--- config.mk ---
export PLATFORM = sky130hd
export DESIGN_NAME = encoder_param_ctrl_flat
export DESIGN_NICKNAME = d
export VERILOG_FILES = /design/src/rtl/audio_ctrl_pkg.sv /design/src/rtl/encoder_param_ctrl_if.sv /design/src/rtl/param_stepper.sv /design/src/rtl/encoder_param_ctrl.sv /design/src/flat_wrapper.sv
export SDC_FILE = /design/constraint.sdc
export NUM_CORES = 1
export LEC_CHECK = 0
export CAP_MARGIN = 40
export CORE_MARGIN = 1
export CORE_UTILIZATION = 50
export DETAILED_ROUTE_END_ITERATION = 12
export PLACE_DENSITY_LB_ADDON = 0.1
export SETUP_SLACK_MARGIN = 0.15
export SKIP_CTS_REPAIR_TIMING = 1
export SYNTH_ARGS = -nofsm -noshare
export SYNTH_HDL_FRONTEND = slang
export SYNTH_SLANG_ARGS = --single-unit
--- constraint.sdc ---
create_clock -name clk -period 5.73 [get_ports clk]
set_clock_uncertainty 0.2 [all_clocks]
set_input_delay 0.8595 -clock clk [delete_from_list [all_inputs] [get_ports clk]]
set_output_delay 0.8595 -clock clk [all_outputs]
set_load 0.005 [all_outputs]
--- src/rtl/audio_ctrl_pkg.sv ---
// Shared types and constants for the encoder-driven audio parameter menu.
// Parameter indices name the conventional slot of each control in the menu.
package audio_ctrl_pkg;

    typedef enum logic [1:0] {
        PRESS_IDLE = 2'd0,
        PRESS_HELD = 2'd1,
        PRESS_LONG = 2'd2
    } press_state_t;

    localparam int PARAM_VOLUME  = 0;
    localparam int PARAM_BASS    = 1;
    localparam int PARAM_TREBLE  = 2;
    localparam int PARAM_BALANCE = 3;

endpackage

--- src/rtl/encoder_param_ctrl_if.sv ---
// Bundle between the encoder front-end / parameter consumers and the menu controller.
// master drives the encoder events and reads the menu state; slave is the controller.
interface encoder_param_ctrl_if #(
    parameter int NUM_PARAMS  = 4,
    parameter int VALUE_WIDTH = 8
);
    localparam int SEL_W = $clog2(NUM_PARAMS);

    logic                              enc_state_change_stb;
    logic                              clockwise;
    logic                              click;
    logic                              switch;
    logic [SEL_W-1:0]                  sel_param;
    logic [NUM_PARAMS*VALUE_WIDTH-1:0] param_values;
    logic                              param_update_stb;
    logic [SEL_W-1:0]                  update_index;
    logic                              sel_change_stb;
    logic                              long_press_stb;
    logic                              sw_pressed;

    modport master (
        output enc_state_change_stb, clockwise, click, switch,
        input  sel_param, param_values, param_update_stb, update_index,
               sel_change_stb, long_press_stb, sw_pressed
    );

    modport slave (
        input  enc_state_change_stb, clockwise, click, switch,
        output sel_param, param_values, param_update_stb, update_index,
               sel_change_stb, long_press_stb, sw_pressed
    );

endinterface

--- src/rtl/param_stepper.sv ---
// Per-detent step calculator: tracks time and direction since the last accepted step
// to pick a normal or accelerated delta, and returns the clamped next value.
module param_stepper #(
    parameter int VALUE_WIDTH         = 8,
    parameter int MAX_VALUE           = 255,
    parameter int ACCEL_WINDOW_CYCLES = 5000000,
    parameter int ACCEL_STEP          = 4
) (
    input  logic                   clk,
    input  logic                   reset,
    input  logic                   step_en,
    input  logic                   dir_cw,
    input  logic [VALUE_WIDTH-1:0] cur_value,
    output logic [VALUE_WIDTH-1:0] next_value,
    output logic                   changed
);
    localparam int CNT_W = $clog2(ACCEL_WINDOW_CYCLES + 1);
    localparam int W1    = VALUE_WIDTH + 1;

    logic [CNT_W-1:0] accel_cnt_q, accel_cnt_d;
    logic             last_dir_q, last_dir_d;
    logic             accel;
    logic [W1-1:0]    delta;
    logic [W1-1:0]    wide_value;
    logic [W1-1:0]    sum;
    logic [W1-1:0]    clamped;

    always_ff @(posedge clk or negedge reset) begin
        if (!reset) begin
            // Start saturated so the first detent after reset is never accelerated.
            accel_cnt_q <= CNT_W'(ACCEL_WINDOW_CYCLES);
            last_dir_q  <= 1'b1;
        end else begin
            accel_cnt_q <= accel_cnt_d;
            last_dir_q  <= last_dir_d;
        end
    end

    always_comb begin
        accel      = (accel_cnt_q < CNT_W'(ACCEL_WINDOW_CYCLES)) && (dir_cw == last_dir_q);
        delta      = accel ? W1'(ACCEL_STEP) : W1'(1);
        wide_value = {1'b0, cur_value};
        sum        = wide_value + delta;
        clamped    = wide_value;
        if (dir_cw) begin
            clamped = (sum > W1'(MAX_VALUE)) ? W1'(MAX_VALUE) : sum;
        end else begin
            clamped = (wide_value < delta) ? '0 : (wide_value - delta);
        end
        next_value = clamped[VALUE_WIDTH-1:0];
        changed    = (next_value != cur_value);

        accel_cnt_d = accel_cnt_q;
        last_dir_d  = last_dir_q;
        if (step_en) begin
            accel_cnt_d = '0;
            last_dir_d  = dir_cw;
        end else if (accel_cnt_q < CNT_W'(ACCEL_WINDOW_CYCLES)) begin
            accel_cnt_d = accel_cnt_q + 1'b1;
        end
    end

endmodule

--- src/rtl/encoder_param_ctrl.sv ---
// Rotary-encoder parameter menu: detents step the selected value, a short press
// advances the selection and a long press restores the selected value's default.
module encoder_param_ctrl
    import audio_ctrl_pkg::*;
#(
    parameter int NUM_PARAMS          = 4,
    parameter int VALUE_WIDTH         = 8,
    parameter int MAX_VALUE           = 255,
    parameter int DEFAULT_VALUE       = 128,
    parameter int ACCEL_WINDOW_CYCLES = 5000000,
    parameter int ACCEL_STEP          = 4,
    parameter int LONG_PRESS_CYCLES   = 50000000,
    parameter int SW_ACTIVE_LOW       = 1
) (
    input  logic                 clk,
    input  logic                 reset,
    encoder_param_ctrl_if.slave  bus
);
    localparam int SEL_W  = $clog2(NUM_PARAMS);
    localparam int HOLD_W = $clog2(LONG_PRESS_CYCLES);

    typedef logic [VALUE_WIDTH-1:0] value_t;

    press_state_t      state_q, state_d;
    logic [HOLD_W-1:0] hold_cnt_q, hold_cnt_d;
    logic [SEL_W-1:0]  sel_q, sel_d;
    logic [SEL_W-1:0]  update_index_q, update_index_d;
    value_t            value_q [NUM_PARAMS];
    value_t            value_d [NUM_PARAMS];
    logic              click_dly_q, click_dly_d;
    logic              sw_dly_q, sw_dly_d;
    logic              param_update_stb_q, param_update_stb_d;
    logic              sel_change_stb_q, sel_change_stb_d;
    logic              long_press_stb_q, long_press_stb_d;

    logic              sw_norm;
    logic              step_evt;
    logic              step_accept;
    logic              step_changed;
    value_t            step_value;
    logic              unused_enc_stb;

    // The click rising edge alone defines a step; the event strobe carries no extra information.
    assign unused_enc_stb = bus.enc_state_change_stb;

    assign sw_norm     = (SW_ACTIVE_LOW != 0) ? ~bus.switch : bus.switch;
    assign step_evt    = bus.click & ~click_dly_q;
    assign step_accept = step_evt && (state_q == PRESS_IDLE);

    param_stepper #(
        .VALUE_WIDTH         (VALUE_WIDTH),
        .MAX_VALUE           (MAX_VALUE),
        .ACCEL_WINDOW_CYCLES (ACCEL_WINDOW_CYCLES),
        .ACCEL_STEP          (ACCEL_STEP)
    ) u_stepper (
        .clk        (clk),
        .reset      (reset),
        .step_en    (step_accept),
        .dir_cw     (bus.clockwise),
        .cur_value  (value_q[sel_q]),
        .next_value (step_value),
        .changed    (step_changed)
    );

    always_ff @(posedge clk or negedge reset) begin
        if (!reset) begin
            state_q            <= PRESS_IDLE;
            hold_cnt_q         <= '0;
            sel_q              <= '0;
            update_index_q     <= '0;
            click_dly_q        <= 1'b1;
            sw_dly_q           <= 1'b0;
            param_update_stb_q <= 1'b0;
            sel_change_stb_q   <= 1'b0;
            long_press_stb_q   <= 1'b0;
            for (int i = 0; i < NUM_PARAMS; i++) begin
                value_q[i] <= value_t'(DEFAULT_VALUE);
            end
        end else begin
            state_q            <= state_d;
            hold_cnt_q         <= hold_cnt_d;
            sel_q              <= sel_d;
            update_index_q     <= update_index_d;
            click_dly_q        <= click_dly_d;
            sw_dly_q           <= sw_dly_d;
            param_update_stb_q <= param_update_stb_d;
            sel_change_stb_q   <= sel_change_stb_d;
            long_press_stb_q   <= long_press_stb_d;
            for (int i = 0; i < NUM_PARAMS; i++) begin
                value_q[i] <= value_d[i];
            end
        end
    end

    always_comb begin
        state_d            = state_q;
        hold_cnt_d         = hold_cnt_q;
        sel_d              = sel_q;
        update_index_d     = update_index_q;
        click_dly_d        = bus.click;
        sw_dly_d           = sw_norm;
        param_update_stb_d = 1'b0;
        sel_change_stb_d   = 1'b0;
        long_press_stb_d   = 1'b0;
        value_d            = value_q;

        // A step only lands while idle, so it always targets the selection it was made on.
        if (step_accept && step_changed) begin
            value_d[sel_q]     = step_value;
            param_update_stb_d = 1'b1;
            update_index_d     = sel_q;
        end

        case (state_q)
            PRESS_IDLE: begin
                if (sw_norm && !sw_dly_q) begin
                    state_d    = PRESS_HELD;
                    hold_cnt_d = '0;
                end
            end
            PRESS_HELD: begin
                if (!sw_norm) begin
                    sel_d            = (sel_q == SEL_W'(NUM_PARAMS - 1)) ? '0 : sel_q + 1'b1;
                    sel_change_stb_d = 1'b1;
                    state_d          = PRESS_IDLE;
                end else if (hold_cnt_q == HOLD_W'(LONG_PRESS_CYCLES - 1)) begin
                    value_d[sel_q]     = value_t'(DEFAULT_VALUE);
                    long_press_stb_d   = 1'b1;
                    param_update_stb_d = 1'b1;
                    update_index_d     = sel_q;
                    state_d            = PRESS_LONG;
                end else begin
                    hold_cnt_d = hold_cnt_q + 1'b1;
                end
            end
            PRESS_LONG: begin
                if (!sw_norm) begin
                    state_d = PRESS_IDLE;
                end
            end
            default: begin
                state_d = PRESS_IDLE;
            end
        endcase
    end

    for (genvar gi = 0; gi < NUM_PARAMS; gi++) begin : g_values
        assign bus.param_values[gi*VALUE_WIDTH +: VALUE_WIDTH] = value_q[gi];
    end

    assign bus.sel_param        = sel_q;
    assign bus.param_update_stb = param_update_stb_q;
    assign bus.update_index     = update_index_q;
    assign bus.sel_change_stb   = sel_change_stb_q;
    assign bus.long_press_stb   = long_press_stb_q;
    assign bus.sw_pressed       = sw_dly_q;

endmodule

--- src/flat_wrapper.sv ---
// flat-port wrapper written by rule: the top's interface ports become plain ports
module encoder_param_ctrl_flat import audio_ctrl_pkg::*;
#(
    parameter int NUM_PARAMS          = 4,
    parameter int VALUE_WIDTH         = 8,
    parameter int MAX_VALUE           = 255,
    parameter int DEFAULT_VALUE       = 128,
    parameter int ACCEL_WINDOW_CYCLES = 5000000,
    parameter int ACCEL_STEP          = 4,
    parameter int LONG_PRESS_CYCLES   = 50000000,
    parameter int SW_ACTIVE_LOW       = 1
)
  (clk, reset, bus_enc_state_change_stb, bus_clockwise, bus_click, bus_switch, bus_sel_param, bus_param_values, bus_param_update_stb, bus_update_index, bus_sel_change_stb, bus_long_press_stb, bus_sw_pressed);
  encoder_param_ctrl_if #(.NUM_PARAMS(NUM_PARAMS), .VALUE_WIDTH(VALUE_WIDTH)) bus_i ();
  input  logic clk;
  input  logic reset;
  input wire logic [$bits(bus_i.enc_state_change_stb)-1:0] bus_enc_state_change_stb;
  input wire logic [$bits(bus_i.clockwise)-1:0] bus_clockwise;
  input wire logic [$bits(bus_i.click)-1:0] bus_click;
  input wire logic [$bits(bus_i.switch)-1:0] bus_switch;
  output wire logic [$bits(bus_i.sel_param)-1:0] bus_sel_param;
  output wire logic [$bits(bus_i.param_values)-1:0] bus_param_values;
  output wire logic [$bits(bus_i.param_update_stb)-1:0] bus_param_update_stb;
  output wire logic [$bits(bus_i.update_index)-1:0] bus_update_index;
  output wire logic [$bits(bus_i.sel_change_stb)-1:0] bus_sel_change_stb;
  output wire logic [$bits(bus_i.long_press_stb)-1:0] bus_long_press_stb;
  output wire logic [$bits(bus_i.sw_pressed)-1:0] bus_sw_pressed;
  assign bus_i.enc_state_change_stb = bus_enc_state_change_stb;
  assign bus_i.clockwise = bus_clockwise;
  assign bus_i.click = bus_click;
  assign bus_i.switch = bus_switch;
  assign bus_sel_param = bus_i.sel_param;
  assign bus_param_values = bus_i.param_values;
  assign bus_param_update_stb = bus_i.param_update_stb;
  assign bus_update_index = bus_i.update_index;
  assign bus_sel_change_stb = bus_i.sel_change_stb;
  assign bus_long_press_stb = bus_i.long_press_stb;
  assign bus_sw_pressed = bus_i.sw_pressed;
  encoder_param_ctrl #(.NUM_PARAMS(NUM_PARAMS), .VALUE_WIDTH(VALUE_WIDTH), .MAX_VALUE(MAX_VALUE), .DEFAULT_VALUE(DEFAULT_VALUE), .ACCEL_WINDOW_CYCLES(ACCEL_WINDOW_CYCLES), .ACCEL_STEP(ACCEL_STEP), .LONG_PRESS_CYCLES(LONG_PRESS_CYCLES), .SW_ACTIVE_LOW(SW_ACTIVE_LOW)) u_core (.clk(clk), .reset(reset), .bus(bus_i));
endmodule
; After elaboration in Yosys (flattened, before gate mapping)
; Cells that the tools add are included.
[totals]
reg_bits = 93
in_bits = 6
output_inout_bits = 40
elab_cells = 94
[op_classes]
n_addsub = 5
n_lt_le_gt_ge = 5
eq_ne = 11
mux = 39
bitwise_logic = 7
reduce_logical = 12
[op_table]
columns = cell, n
row1 = $mux W32, 4
row2 = $mux W26, 3
row3 = $pmux W26 S2, 1
row4 = $mux W8, 6
row5 = $mux W23, 2
row6 = $bwmux W32, 1
row7 = $and A28 B28 Y28, 1
row8 = $not A28 Y28, 1
row9 = $add A26 B1 Y26 const B, 1
row10 = $eq A26 B26 Y1 const B, 1
row11 = $add A23 B1 Y23 const B, 1
row12 = $lt A23 B23 Y1 const B, 1
row13 = $mux W2, 9
row14 = $bmux W8 S2, 1
row15 = $demux W8 S2, 1
row16 = $add A8 B3 Y9, 1
row17 = $gt A9 B8 Y1 const B, 1
row18 = $mux W1, 9
row19 = $lt A8 B3 Y1, 1
row20 = $ne A2 B2 Y1 const B, 4
row21 = $ne A8 B8 Y1, 1
row22 = $sub A8 B3 Y8, 1
row23 = $pmux W2 S3, 1
row24 = $logic_and A1 B1 Y1, 5
row25 = 18 further kinds, 21

; Longest topological paths before layout
[depth]
ltp_word = 15
depth_mapped = 17

; Cells and area by module
; Synthesis repeated with hierarchy kept, for this count alone.
[unflattened]
hier_cells = 537
area_unflattened_um2 = 5341.4
[by_module_without_submodules]
columns = module, instances, cells_per_inst, area_each_um2, seq_area_each_um2
row1 = encoder_param_ctrl, 1, 291, 3355.7, 1732.9
row2 = param_stepper, 1, 246, 1985.7, 611.8

; Worst setup path after synthesis
; OpenSTA, ideal clock, no wires.
[synth_timing]
path_type = in2reg
startpoint = input port bus_clockwise
endpoint = register u_core.update_index_q[0] (netlist: u_core.bus.update_index[0])
setup_ps = 125
arrival_time_ps = 3965
path_slack_ps = 1440
cell_stages = 14
path_buffers = 3
cell_sequence = buf_2 -> buf_1 -> xnor2_1 -> nand2_1 -> ha_1 -> nor2b_1 -> nor2_1 -> a311oi_1 -> a211o_1 -> xnor2_1 -> o41a_1 -> buf_6 -> nor2_4 -> mux2_2
[synth_between]
elab_chain_cells = 13
elab_cells_between_ends = 16
classes_between = 2 x add/sub / 2 x order compare / 2 x eq/ne / 8 x mux / 2 x reduce/logical
[synth_rtl]
columns = item, line
row1 = start: declaration, flat_wrapper.sv:18  ; input wire logic [$bits(bus_i.clockwise)-1:0] bus_clockwise;
row2 = $eq A1 B1 Y1, param_stepper.sv:40  ; accel = (accel_cnt_q < CNT_W'(ACCEL_WINDOW_CYCLES)) && (dir_cw == last_dir_q);
row3 = $logic_and A1 B1 Y1, param_stepper.sv:40
row4 = $mux W3, param_stepper.sv:41  ; delta = accel ? W1'(ACCEL_STEP) : W1'(1);
row5 = $add A8 B3 Y9, param_stepper.sv:43  ; sum = wide_value + delta;
row6 = $gt A9 B8 Y1, param_stepper.sv:46  ; clamped = (sum > W1'(MAX_VALUE)) ? W1'(MAX_VALUE) : sum;
row7 = $mux W8, param_stepper.sv:46
row8 = $mux W8 (*), param_stepper.sv:45  ; if (dir_cw) begin
row9 = $ne A8 B8 Y1 (*), param_stepper.sv:51  ; changed = (next_value != cur_value);
row10 = $logic_and A1 B1 Y1 (*), encoder_param_ctrl.sv:108  ; if (step_accept && step_changed) begin
row11 = $mux W2 (*), encoder_param_ctrl.sv:108
row12 = $mux W2, encoder_param_ctrl.sv:126  ; end else if (hold_cnt_q == HOLD_W'(LONG_PRESS_CYCLES - 1)) begin
row13 = $mux W2, encoder_param_ctrl.sv:122  ; if (!sw_norm) begin
row14 = $mux W2 (*), encoder_param_ctrl.sv:114  ; case (state_q)
row15 = named net u_core.update_index_d[0], encoder_param_ctrl.sv:27  ; logic [SEL_W-1:0] update_index_q, update_index_d;
row16 = end signal: assignment, encoder_param_ctrl.sv:83  ; update_index_q <= update_index_d;
row17 = end: declaration, encoder_param_ctrl.sv:27
; Mark *: on every way through the listed nets, which the timed path passes. The rest lies on a longest branch.
; A chain may end at the register's enable or synchronous reset.

==> impl_results.md <==
* Initial DRC count at 224
* Crit-path cells: or3_1 -> or4_1 -> o21a_1 -> nand2_1 -> ha_1 -> nor2b_1 -> nor2_1 -> a311oi_1 -> a211o_1 -> xnor2_1 -> o41a_1 -> buf_4 -> a32o_1
* Fmax at ~200 MHz
* Detailed Place HPWL at 8005 µm
* Post-route minimum period at about 5.0 ns
* Total CTS buffers at 9
* Average wire per standard cell at 16.87 µm
* GR Overflow Total at 0
* DRT Wirelength at between 10000 and 15000 µm
* Rows at 36
* Setup violators final at 0
* Initial Utilization at ~52%
* Full die area at 10670 µm²
* Peak VDD IR at 0.0002879 V
* HP Class: input pin to async pin
* CP Data Required Time at 5.77 ns
* Tot GR Track Use at a little under a quarter
* Via density at around 5.7
* Relative slew slack at 39.36%
* Non-Filler Instances at 683
* Int Power at 1652 µW
* Crit end category: register
* Worst-path clk slew at 0.10 ns
* Post-synth EDFFs at 0
* Ys flop type: dfrtp_1
* DRT Pass-1 Iters at 4
* RSZ-0062 raised after global routing: false
* Num Clock Sinks at 93
* CP max-delay cell: o41a_1
* Seq/Total Area, Yosys at 45.69%
* Chip width at between 100 and 150 µm
* Setup TNS at 0 ns
* Worst-skew pair later-pin latency at ~0.36 ns
* CP max stage delay at around 0.73 ns
* R2R Path End: u_core.bus.param_values[1]
* Pin count of the biggest net entering global routing at between 40 and 50
* Via count at 3904
* Reg2Reg Depth at 13
* Top Ports at 46
* Critical path arrival at 5.02 ns
* DRC at 0
* Tcrit/Tclk final at 86.84%
* First-pass GRT wire length at 18650 µm
* Die Y-Extent at 103.3 µm
* Leakage at 0.002395 µW
* Post-route ant nets at 0
* Layout Nets at 563
* FFs w/ async S/R, synth at 100.0%
* Core Region at 9864 µm²
* Max-Cap Viols at 0
* Area Growth Syn to Fin at 14.48%
* Sw power at between 1000 and 1500 µW
* Diodes inserted at 0
* Logic gate share of total power at between 50% and 60%
* PwrDens at 474.3 nW/µm²
* Yosys cell types at 59
* Clock root buffer master: clkbuf_8
* Yosys warns at 0
* Post-synthesis net count at around 520
* Fraction of layout cells with a size suffix above 1 at 12.73%
* Mapped Avg Cell Area at 10.18 µm²
* Largest buffer count on any clock path at 2
* Vias in the first global route at between 3000 and 4000
* Commonest non-fill, non-tap cells in the layout: 79 x dfrtp_1, 66 x nor2_1, 43 x clkdlybuf4s50_1, 32 x xnor2_1, 31 x nand2_1
* Status: finished clean
* Critical R2R Launch: u_core.u_stepper.accel_cnt_q[16]
* Mapped Area at 5132 µm²
* Reg power frac at 33.4%
* WS Path Type: register to register
* Gate count of the mapped netlist at 504
* Final hold violation count at 0
* R2R setup slack at 0.75 ns
* CTS tree: yes
* Final Slew Violations at 0
* Worst Tran Pin Value at around 0.91 ns
* Gpl congestion at 0.8910
* Seq cells post-synth at 93
* Clock share of power at 14.9%
* Commonest non-fill, non-tap cell in the layout: dfrtp_1
* Initial antenna violation count at 0
* # H-tree levels at 3
* Placed Cells at 667
* Worst Path Max Fanout at 16
* Startpoint types: register
* PortBufs at 44
* Sw Ratio at 40.70%
metrics by stage:
stage	utilization (%)	power [µW]	cell area, µm²	setup slack [ns]	hold WS [ns]
6_report	59.56	2787	5876	0.7543	0.2745
5_1_grt	59.56	2977	5876	0.5093	0.3112
4_1_cts	59.56	2793	5876	0.7876	0.2874
3_5_place_dp	57.71	2369	5693	0.8496	0.2706
3_3_place_gp	57.71	2342	5693	0.9154	0.2708
2_1_floorplan	-	1855	5132	1.440	0.2647
synthesized netlist by cell type (2+ instances only):
| cell | count | area (µm²) |
|---|---|---|
| or2_2 | 3 | 18.77 |
| nand4_1 | 11 | 68.82 |
| xnor2_1 | 32 | 280.3 |
| nand3b_1 | 2 | 15.01 |
| or4_1 | 2 | 15.01 |
| a31oi_1 | 3 | 18.77 |
| and4_1 | 2 | 17.52 |
| buf_6 | 4 | 45.04 |
| a21oi_1 | 11 | 55.05 |
| nor3_1 | 11 | 55.05 |
| and2_1 | 2 | 12.51 |
| ha_1 | 12 | 150.1 |
| and3_1 | 7 | 43.79 |
| a22o_1 | 8 | 70.07 |
| a311oi_1 | 2 | 17.52 |
| nor3b_1 | 3 | 22.52 |
| nor2b_1 | 3 | 18.77 |
| buf_2 | 2 | 10.01 |
| mux2_2 | 7 | 78.83 |
| a32o_1 | 21 | 210.2 |
| buf_1 | 5 | 18.77 |
| o211ai_1 | 2 | 15.01 |
| clkbuf_1 | 10 | 37.54 |
| o21ai_4 | 4 | 65.06 |
| dfrtp_1 | 79 | 1977 |
| dfstp_2 | 14 | 367.9 |
| nor2_1 | 66 | 247.7 |
| mux2i_1 | 5 | 50.05 |
| o21a_1 | 2 | 15.01 |
| a22oi_1 | 4 | 30.03 |
| nor4b_1 | 3 | 26.28 |
| nand2_1 | 31 | 116.4 |
| o21ai_0 | 20 | 100.1 |
| nand2b_1 | 5 | 31.28 |
| nand3_1 | 15 | 75.07 |
| inv_1 | 24 | 90.09 |
| xor2_1 | 15 | 131.4 |
| mux4_2 | 8 | 180.2 |
| a211o_1 | 2 | 17.52 |
| nor4_1 | 12 | 75.07 |
| or3_1 | 10 | 62.56 |
| and2_4 | 3 | 26.28 |
worst max-delay path by stage:
stage                                      from                          end  depth (start not counted)  slack (ns)
2_1_floorplan                     bus_clockwise   u_core.bus.update_index[0]                         14        1.44
3_3_place_gp   u_core.u_stepper.accel_cnt_q[17]  u_core.bus.param_values[22]                         13        0.92
3_5_place_dp   u_core.u_stepper.accel_cnt_q[17]   u_core.bus.param_values[1]                         13        0.85
4_1_cts        u_core.u_stepper.accel_cnt_q[17]  u_core.bus.param_values[25]                         13        0.79
5_1_grt        u_core.u_stepper.accel_cnt_q[16]  u_core.bus.param_values[17]                         13        0.51
6_report       u_core.u_stepper.accel_cnt_q[16]   u_core.bus.param_values[1]                         13        0.75
power by group through the flow:
| stage | clock (µW) | combinational (µW) | sequential [µW] |
|---|---|---|---|
| 4_1_cts | 427 | 1440 | 930 |
| 6_report | 414 | 1440 | 930 |
| 3_3_place_gp | 0 | 1400 | 938 |
| 5_1_grt | 450 | 1580 | 948 |
| 3_5_place_dp | 0 | 1430 | 942 |
| 2_1_floorplan | 0 | 929 | 926 |
critical path: cells and delay by family (launching register included):
| kind | cells | cell delay [ns] |
|---|---|---|
| XOR/XNOR | 1 | 0.16 |
| AO/OA/AOI/OAI | 5 | 1.75 |
| buffers and inverters | 1 | 0.35 |
| adder cells (fa/ha/maj) | 1 | 0.33 |
| AND/OR/NAND/NOR | 5 | 1.63 |
| flip-flops | 1 | 0.44 |
final cells by class:
cell class                      count  area, µm²
Tap cell                          133      166.4
Fill cell                         868       3989
Clock inverter                      7      58.81
Multi-Input combinational cell    365       2594
Inverter                           24      90.09
Timing Repair Buffer               52      498.0
Clock buffer                        9      123.9
Sequential cell                    93       2345
registers in the layout (all words and copies together) (netlist names):
register and flops:
u_core.bus.param_values 32, u_core.hold_cnt_q 26, u_core.u_stepper.accel_cnt_q 23, u_core.bus.sel_param 2
u_core.bus.update_index 2, u_core.state_q 2, u_core.bus.long_press_stb 1, u_core.bus.param_update_stb 1
u_core.bus.sel_change_stb 1, u_core.bus.sw_pressed 1, u_core.click_dly_q 1, u_core.u_stepper.last_dir_q 1
layer usage:
layer	global-route usage [%]	up-vias	wire length [µm]
met5	0	-	0
met4	4.334	0	68
met3	4.032	6	549
met2	36.15	69	5356
met1	33.47	1941	5549
li1	-	1888	-
kinds of logic after synthesis:
| group | share of synthesized area (%) |
|---|---|
| and+or+nand+nor | 19.89 |
| DFF | 45.69 |
| AOI/OAI and AO/OA | 13.38 |
| xor gates and xnor gates | 8.021 |
| buffers and inverters | 4.071 |
| muxes | 6.022 |
| adders and majority gates | 2.925 |
Power figures use the tool's default switching activity.
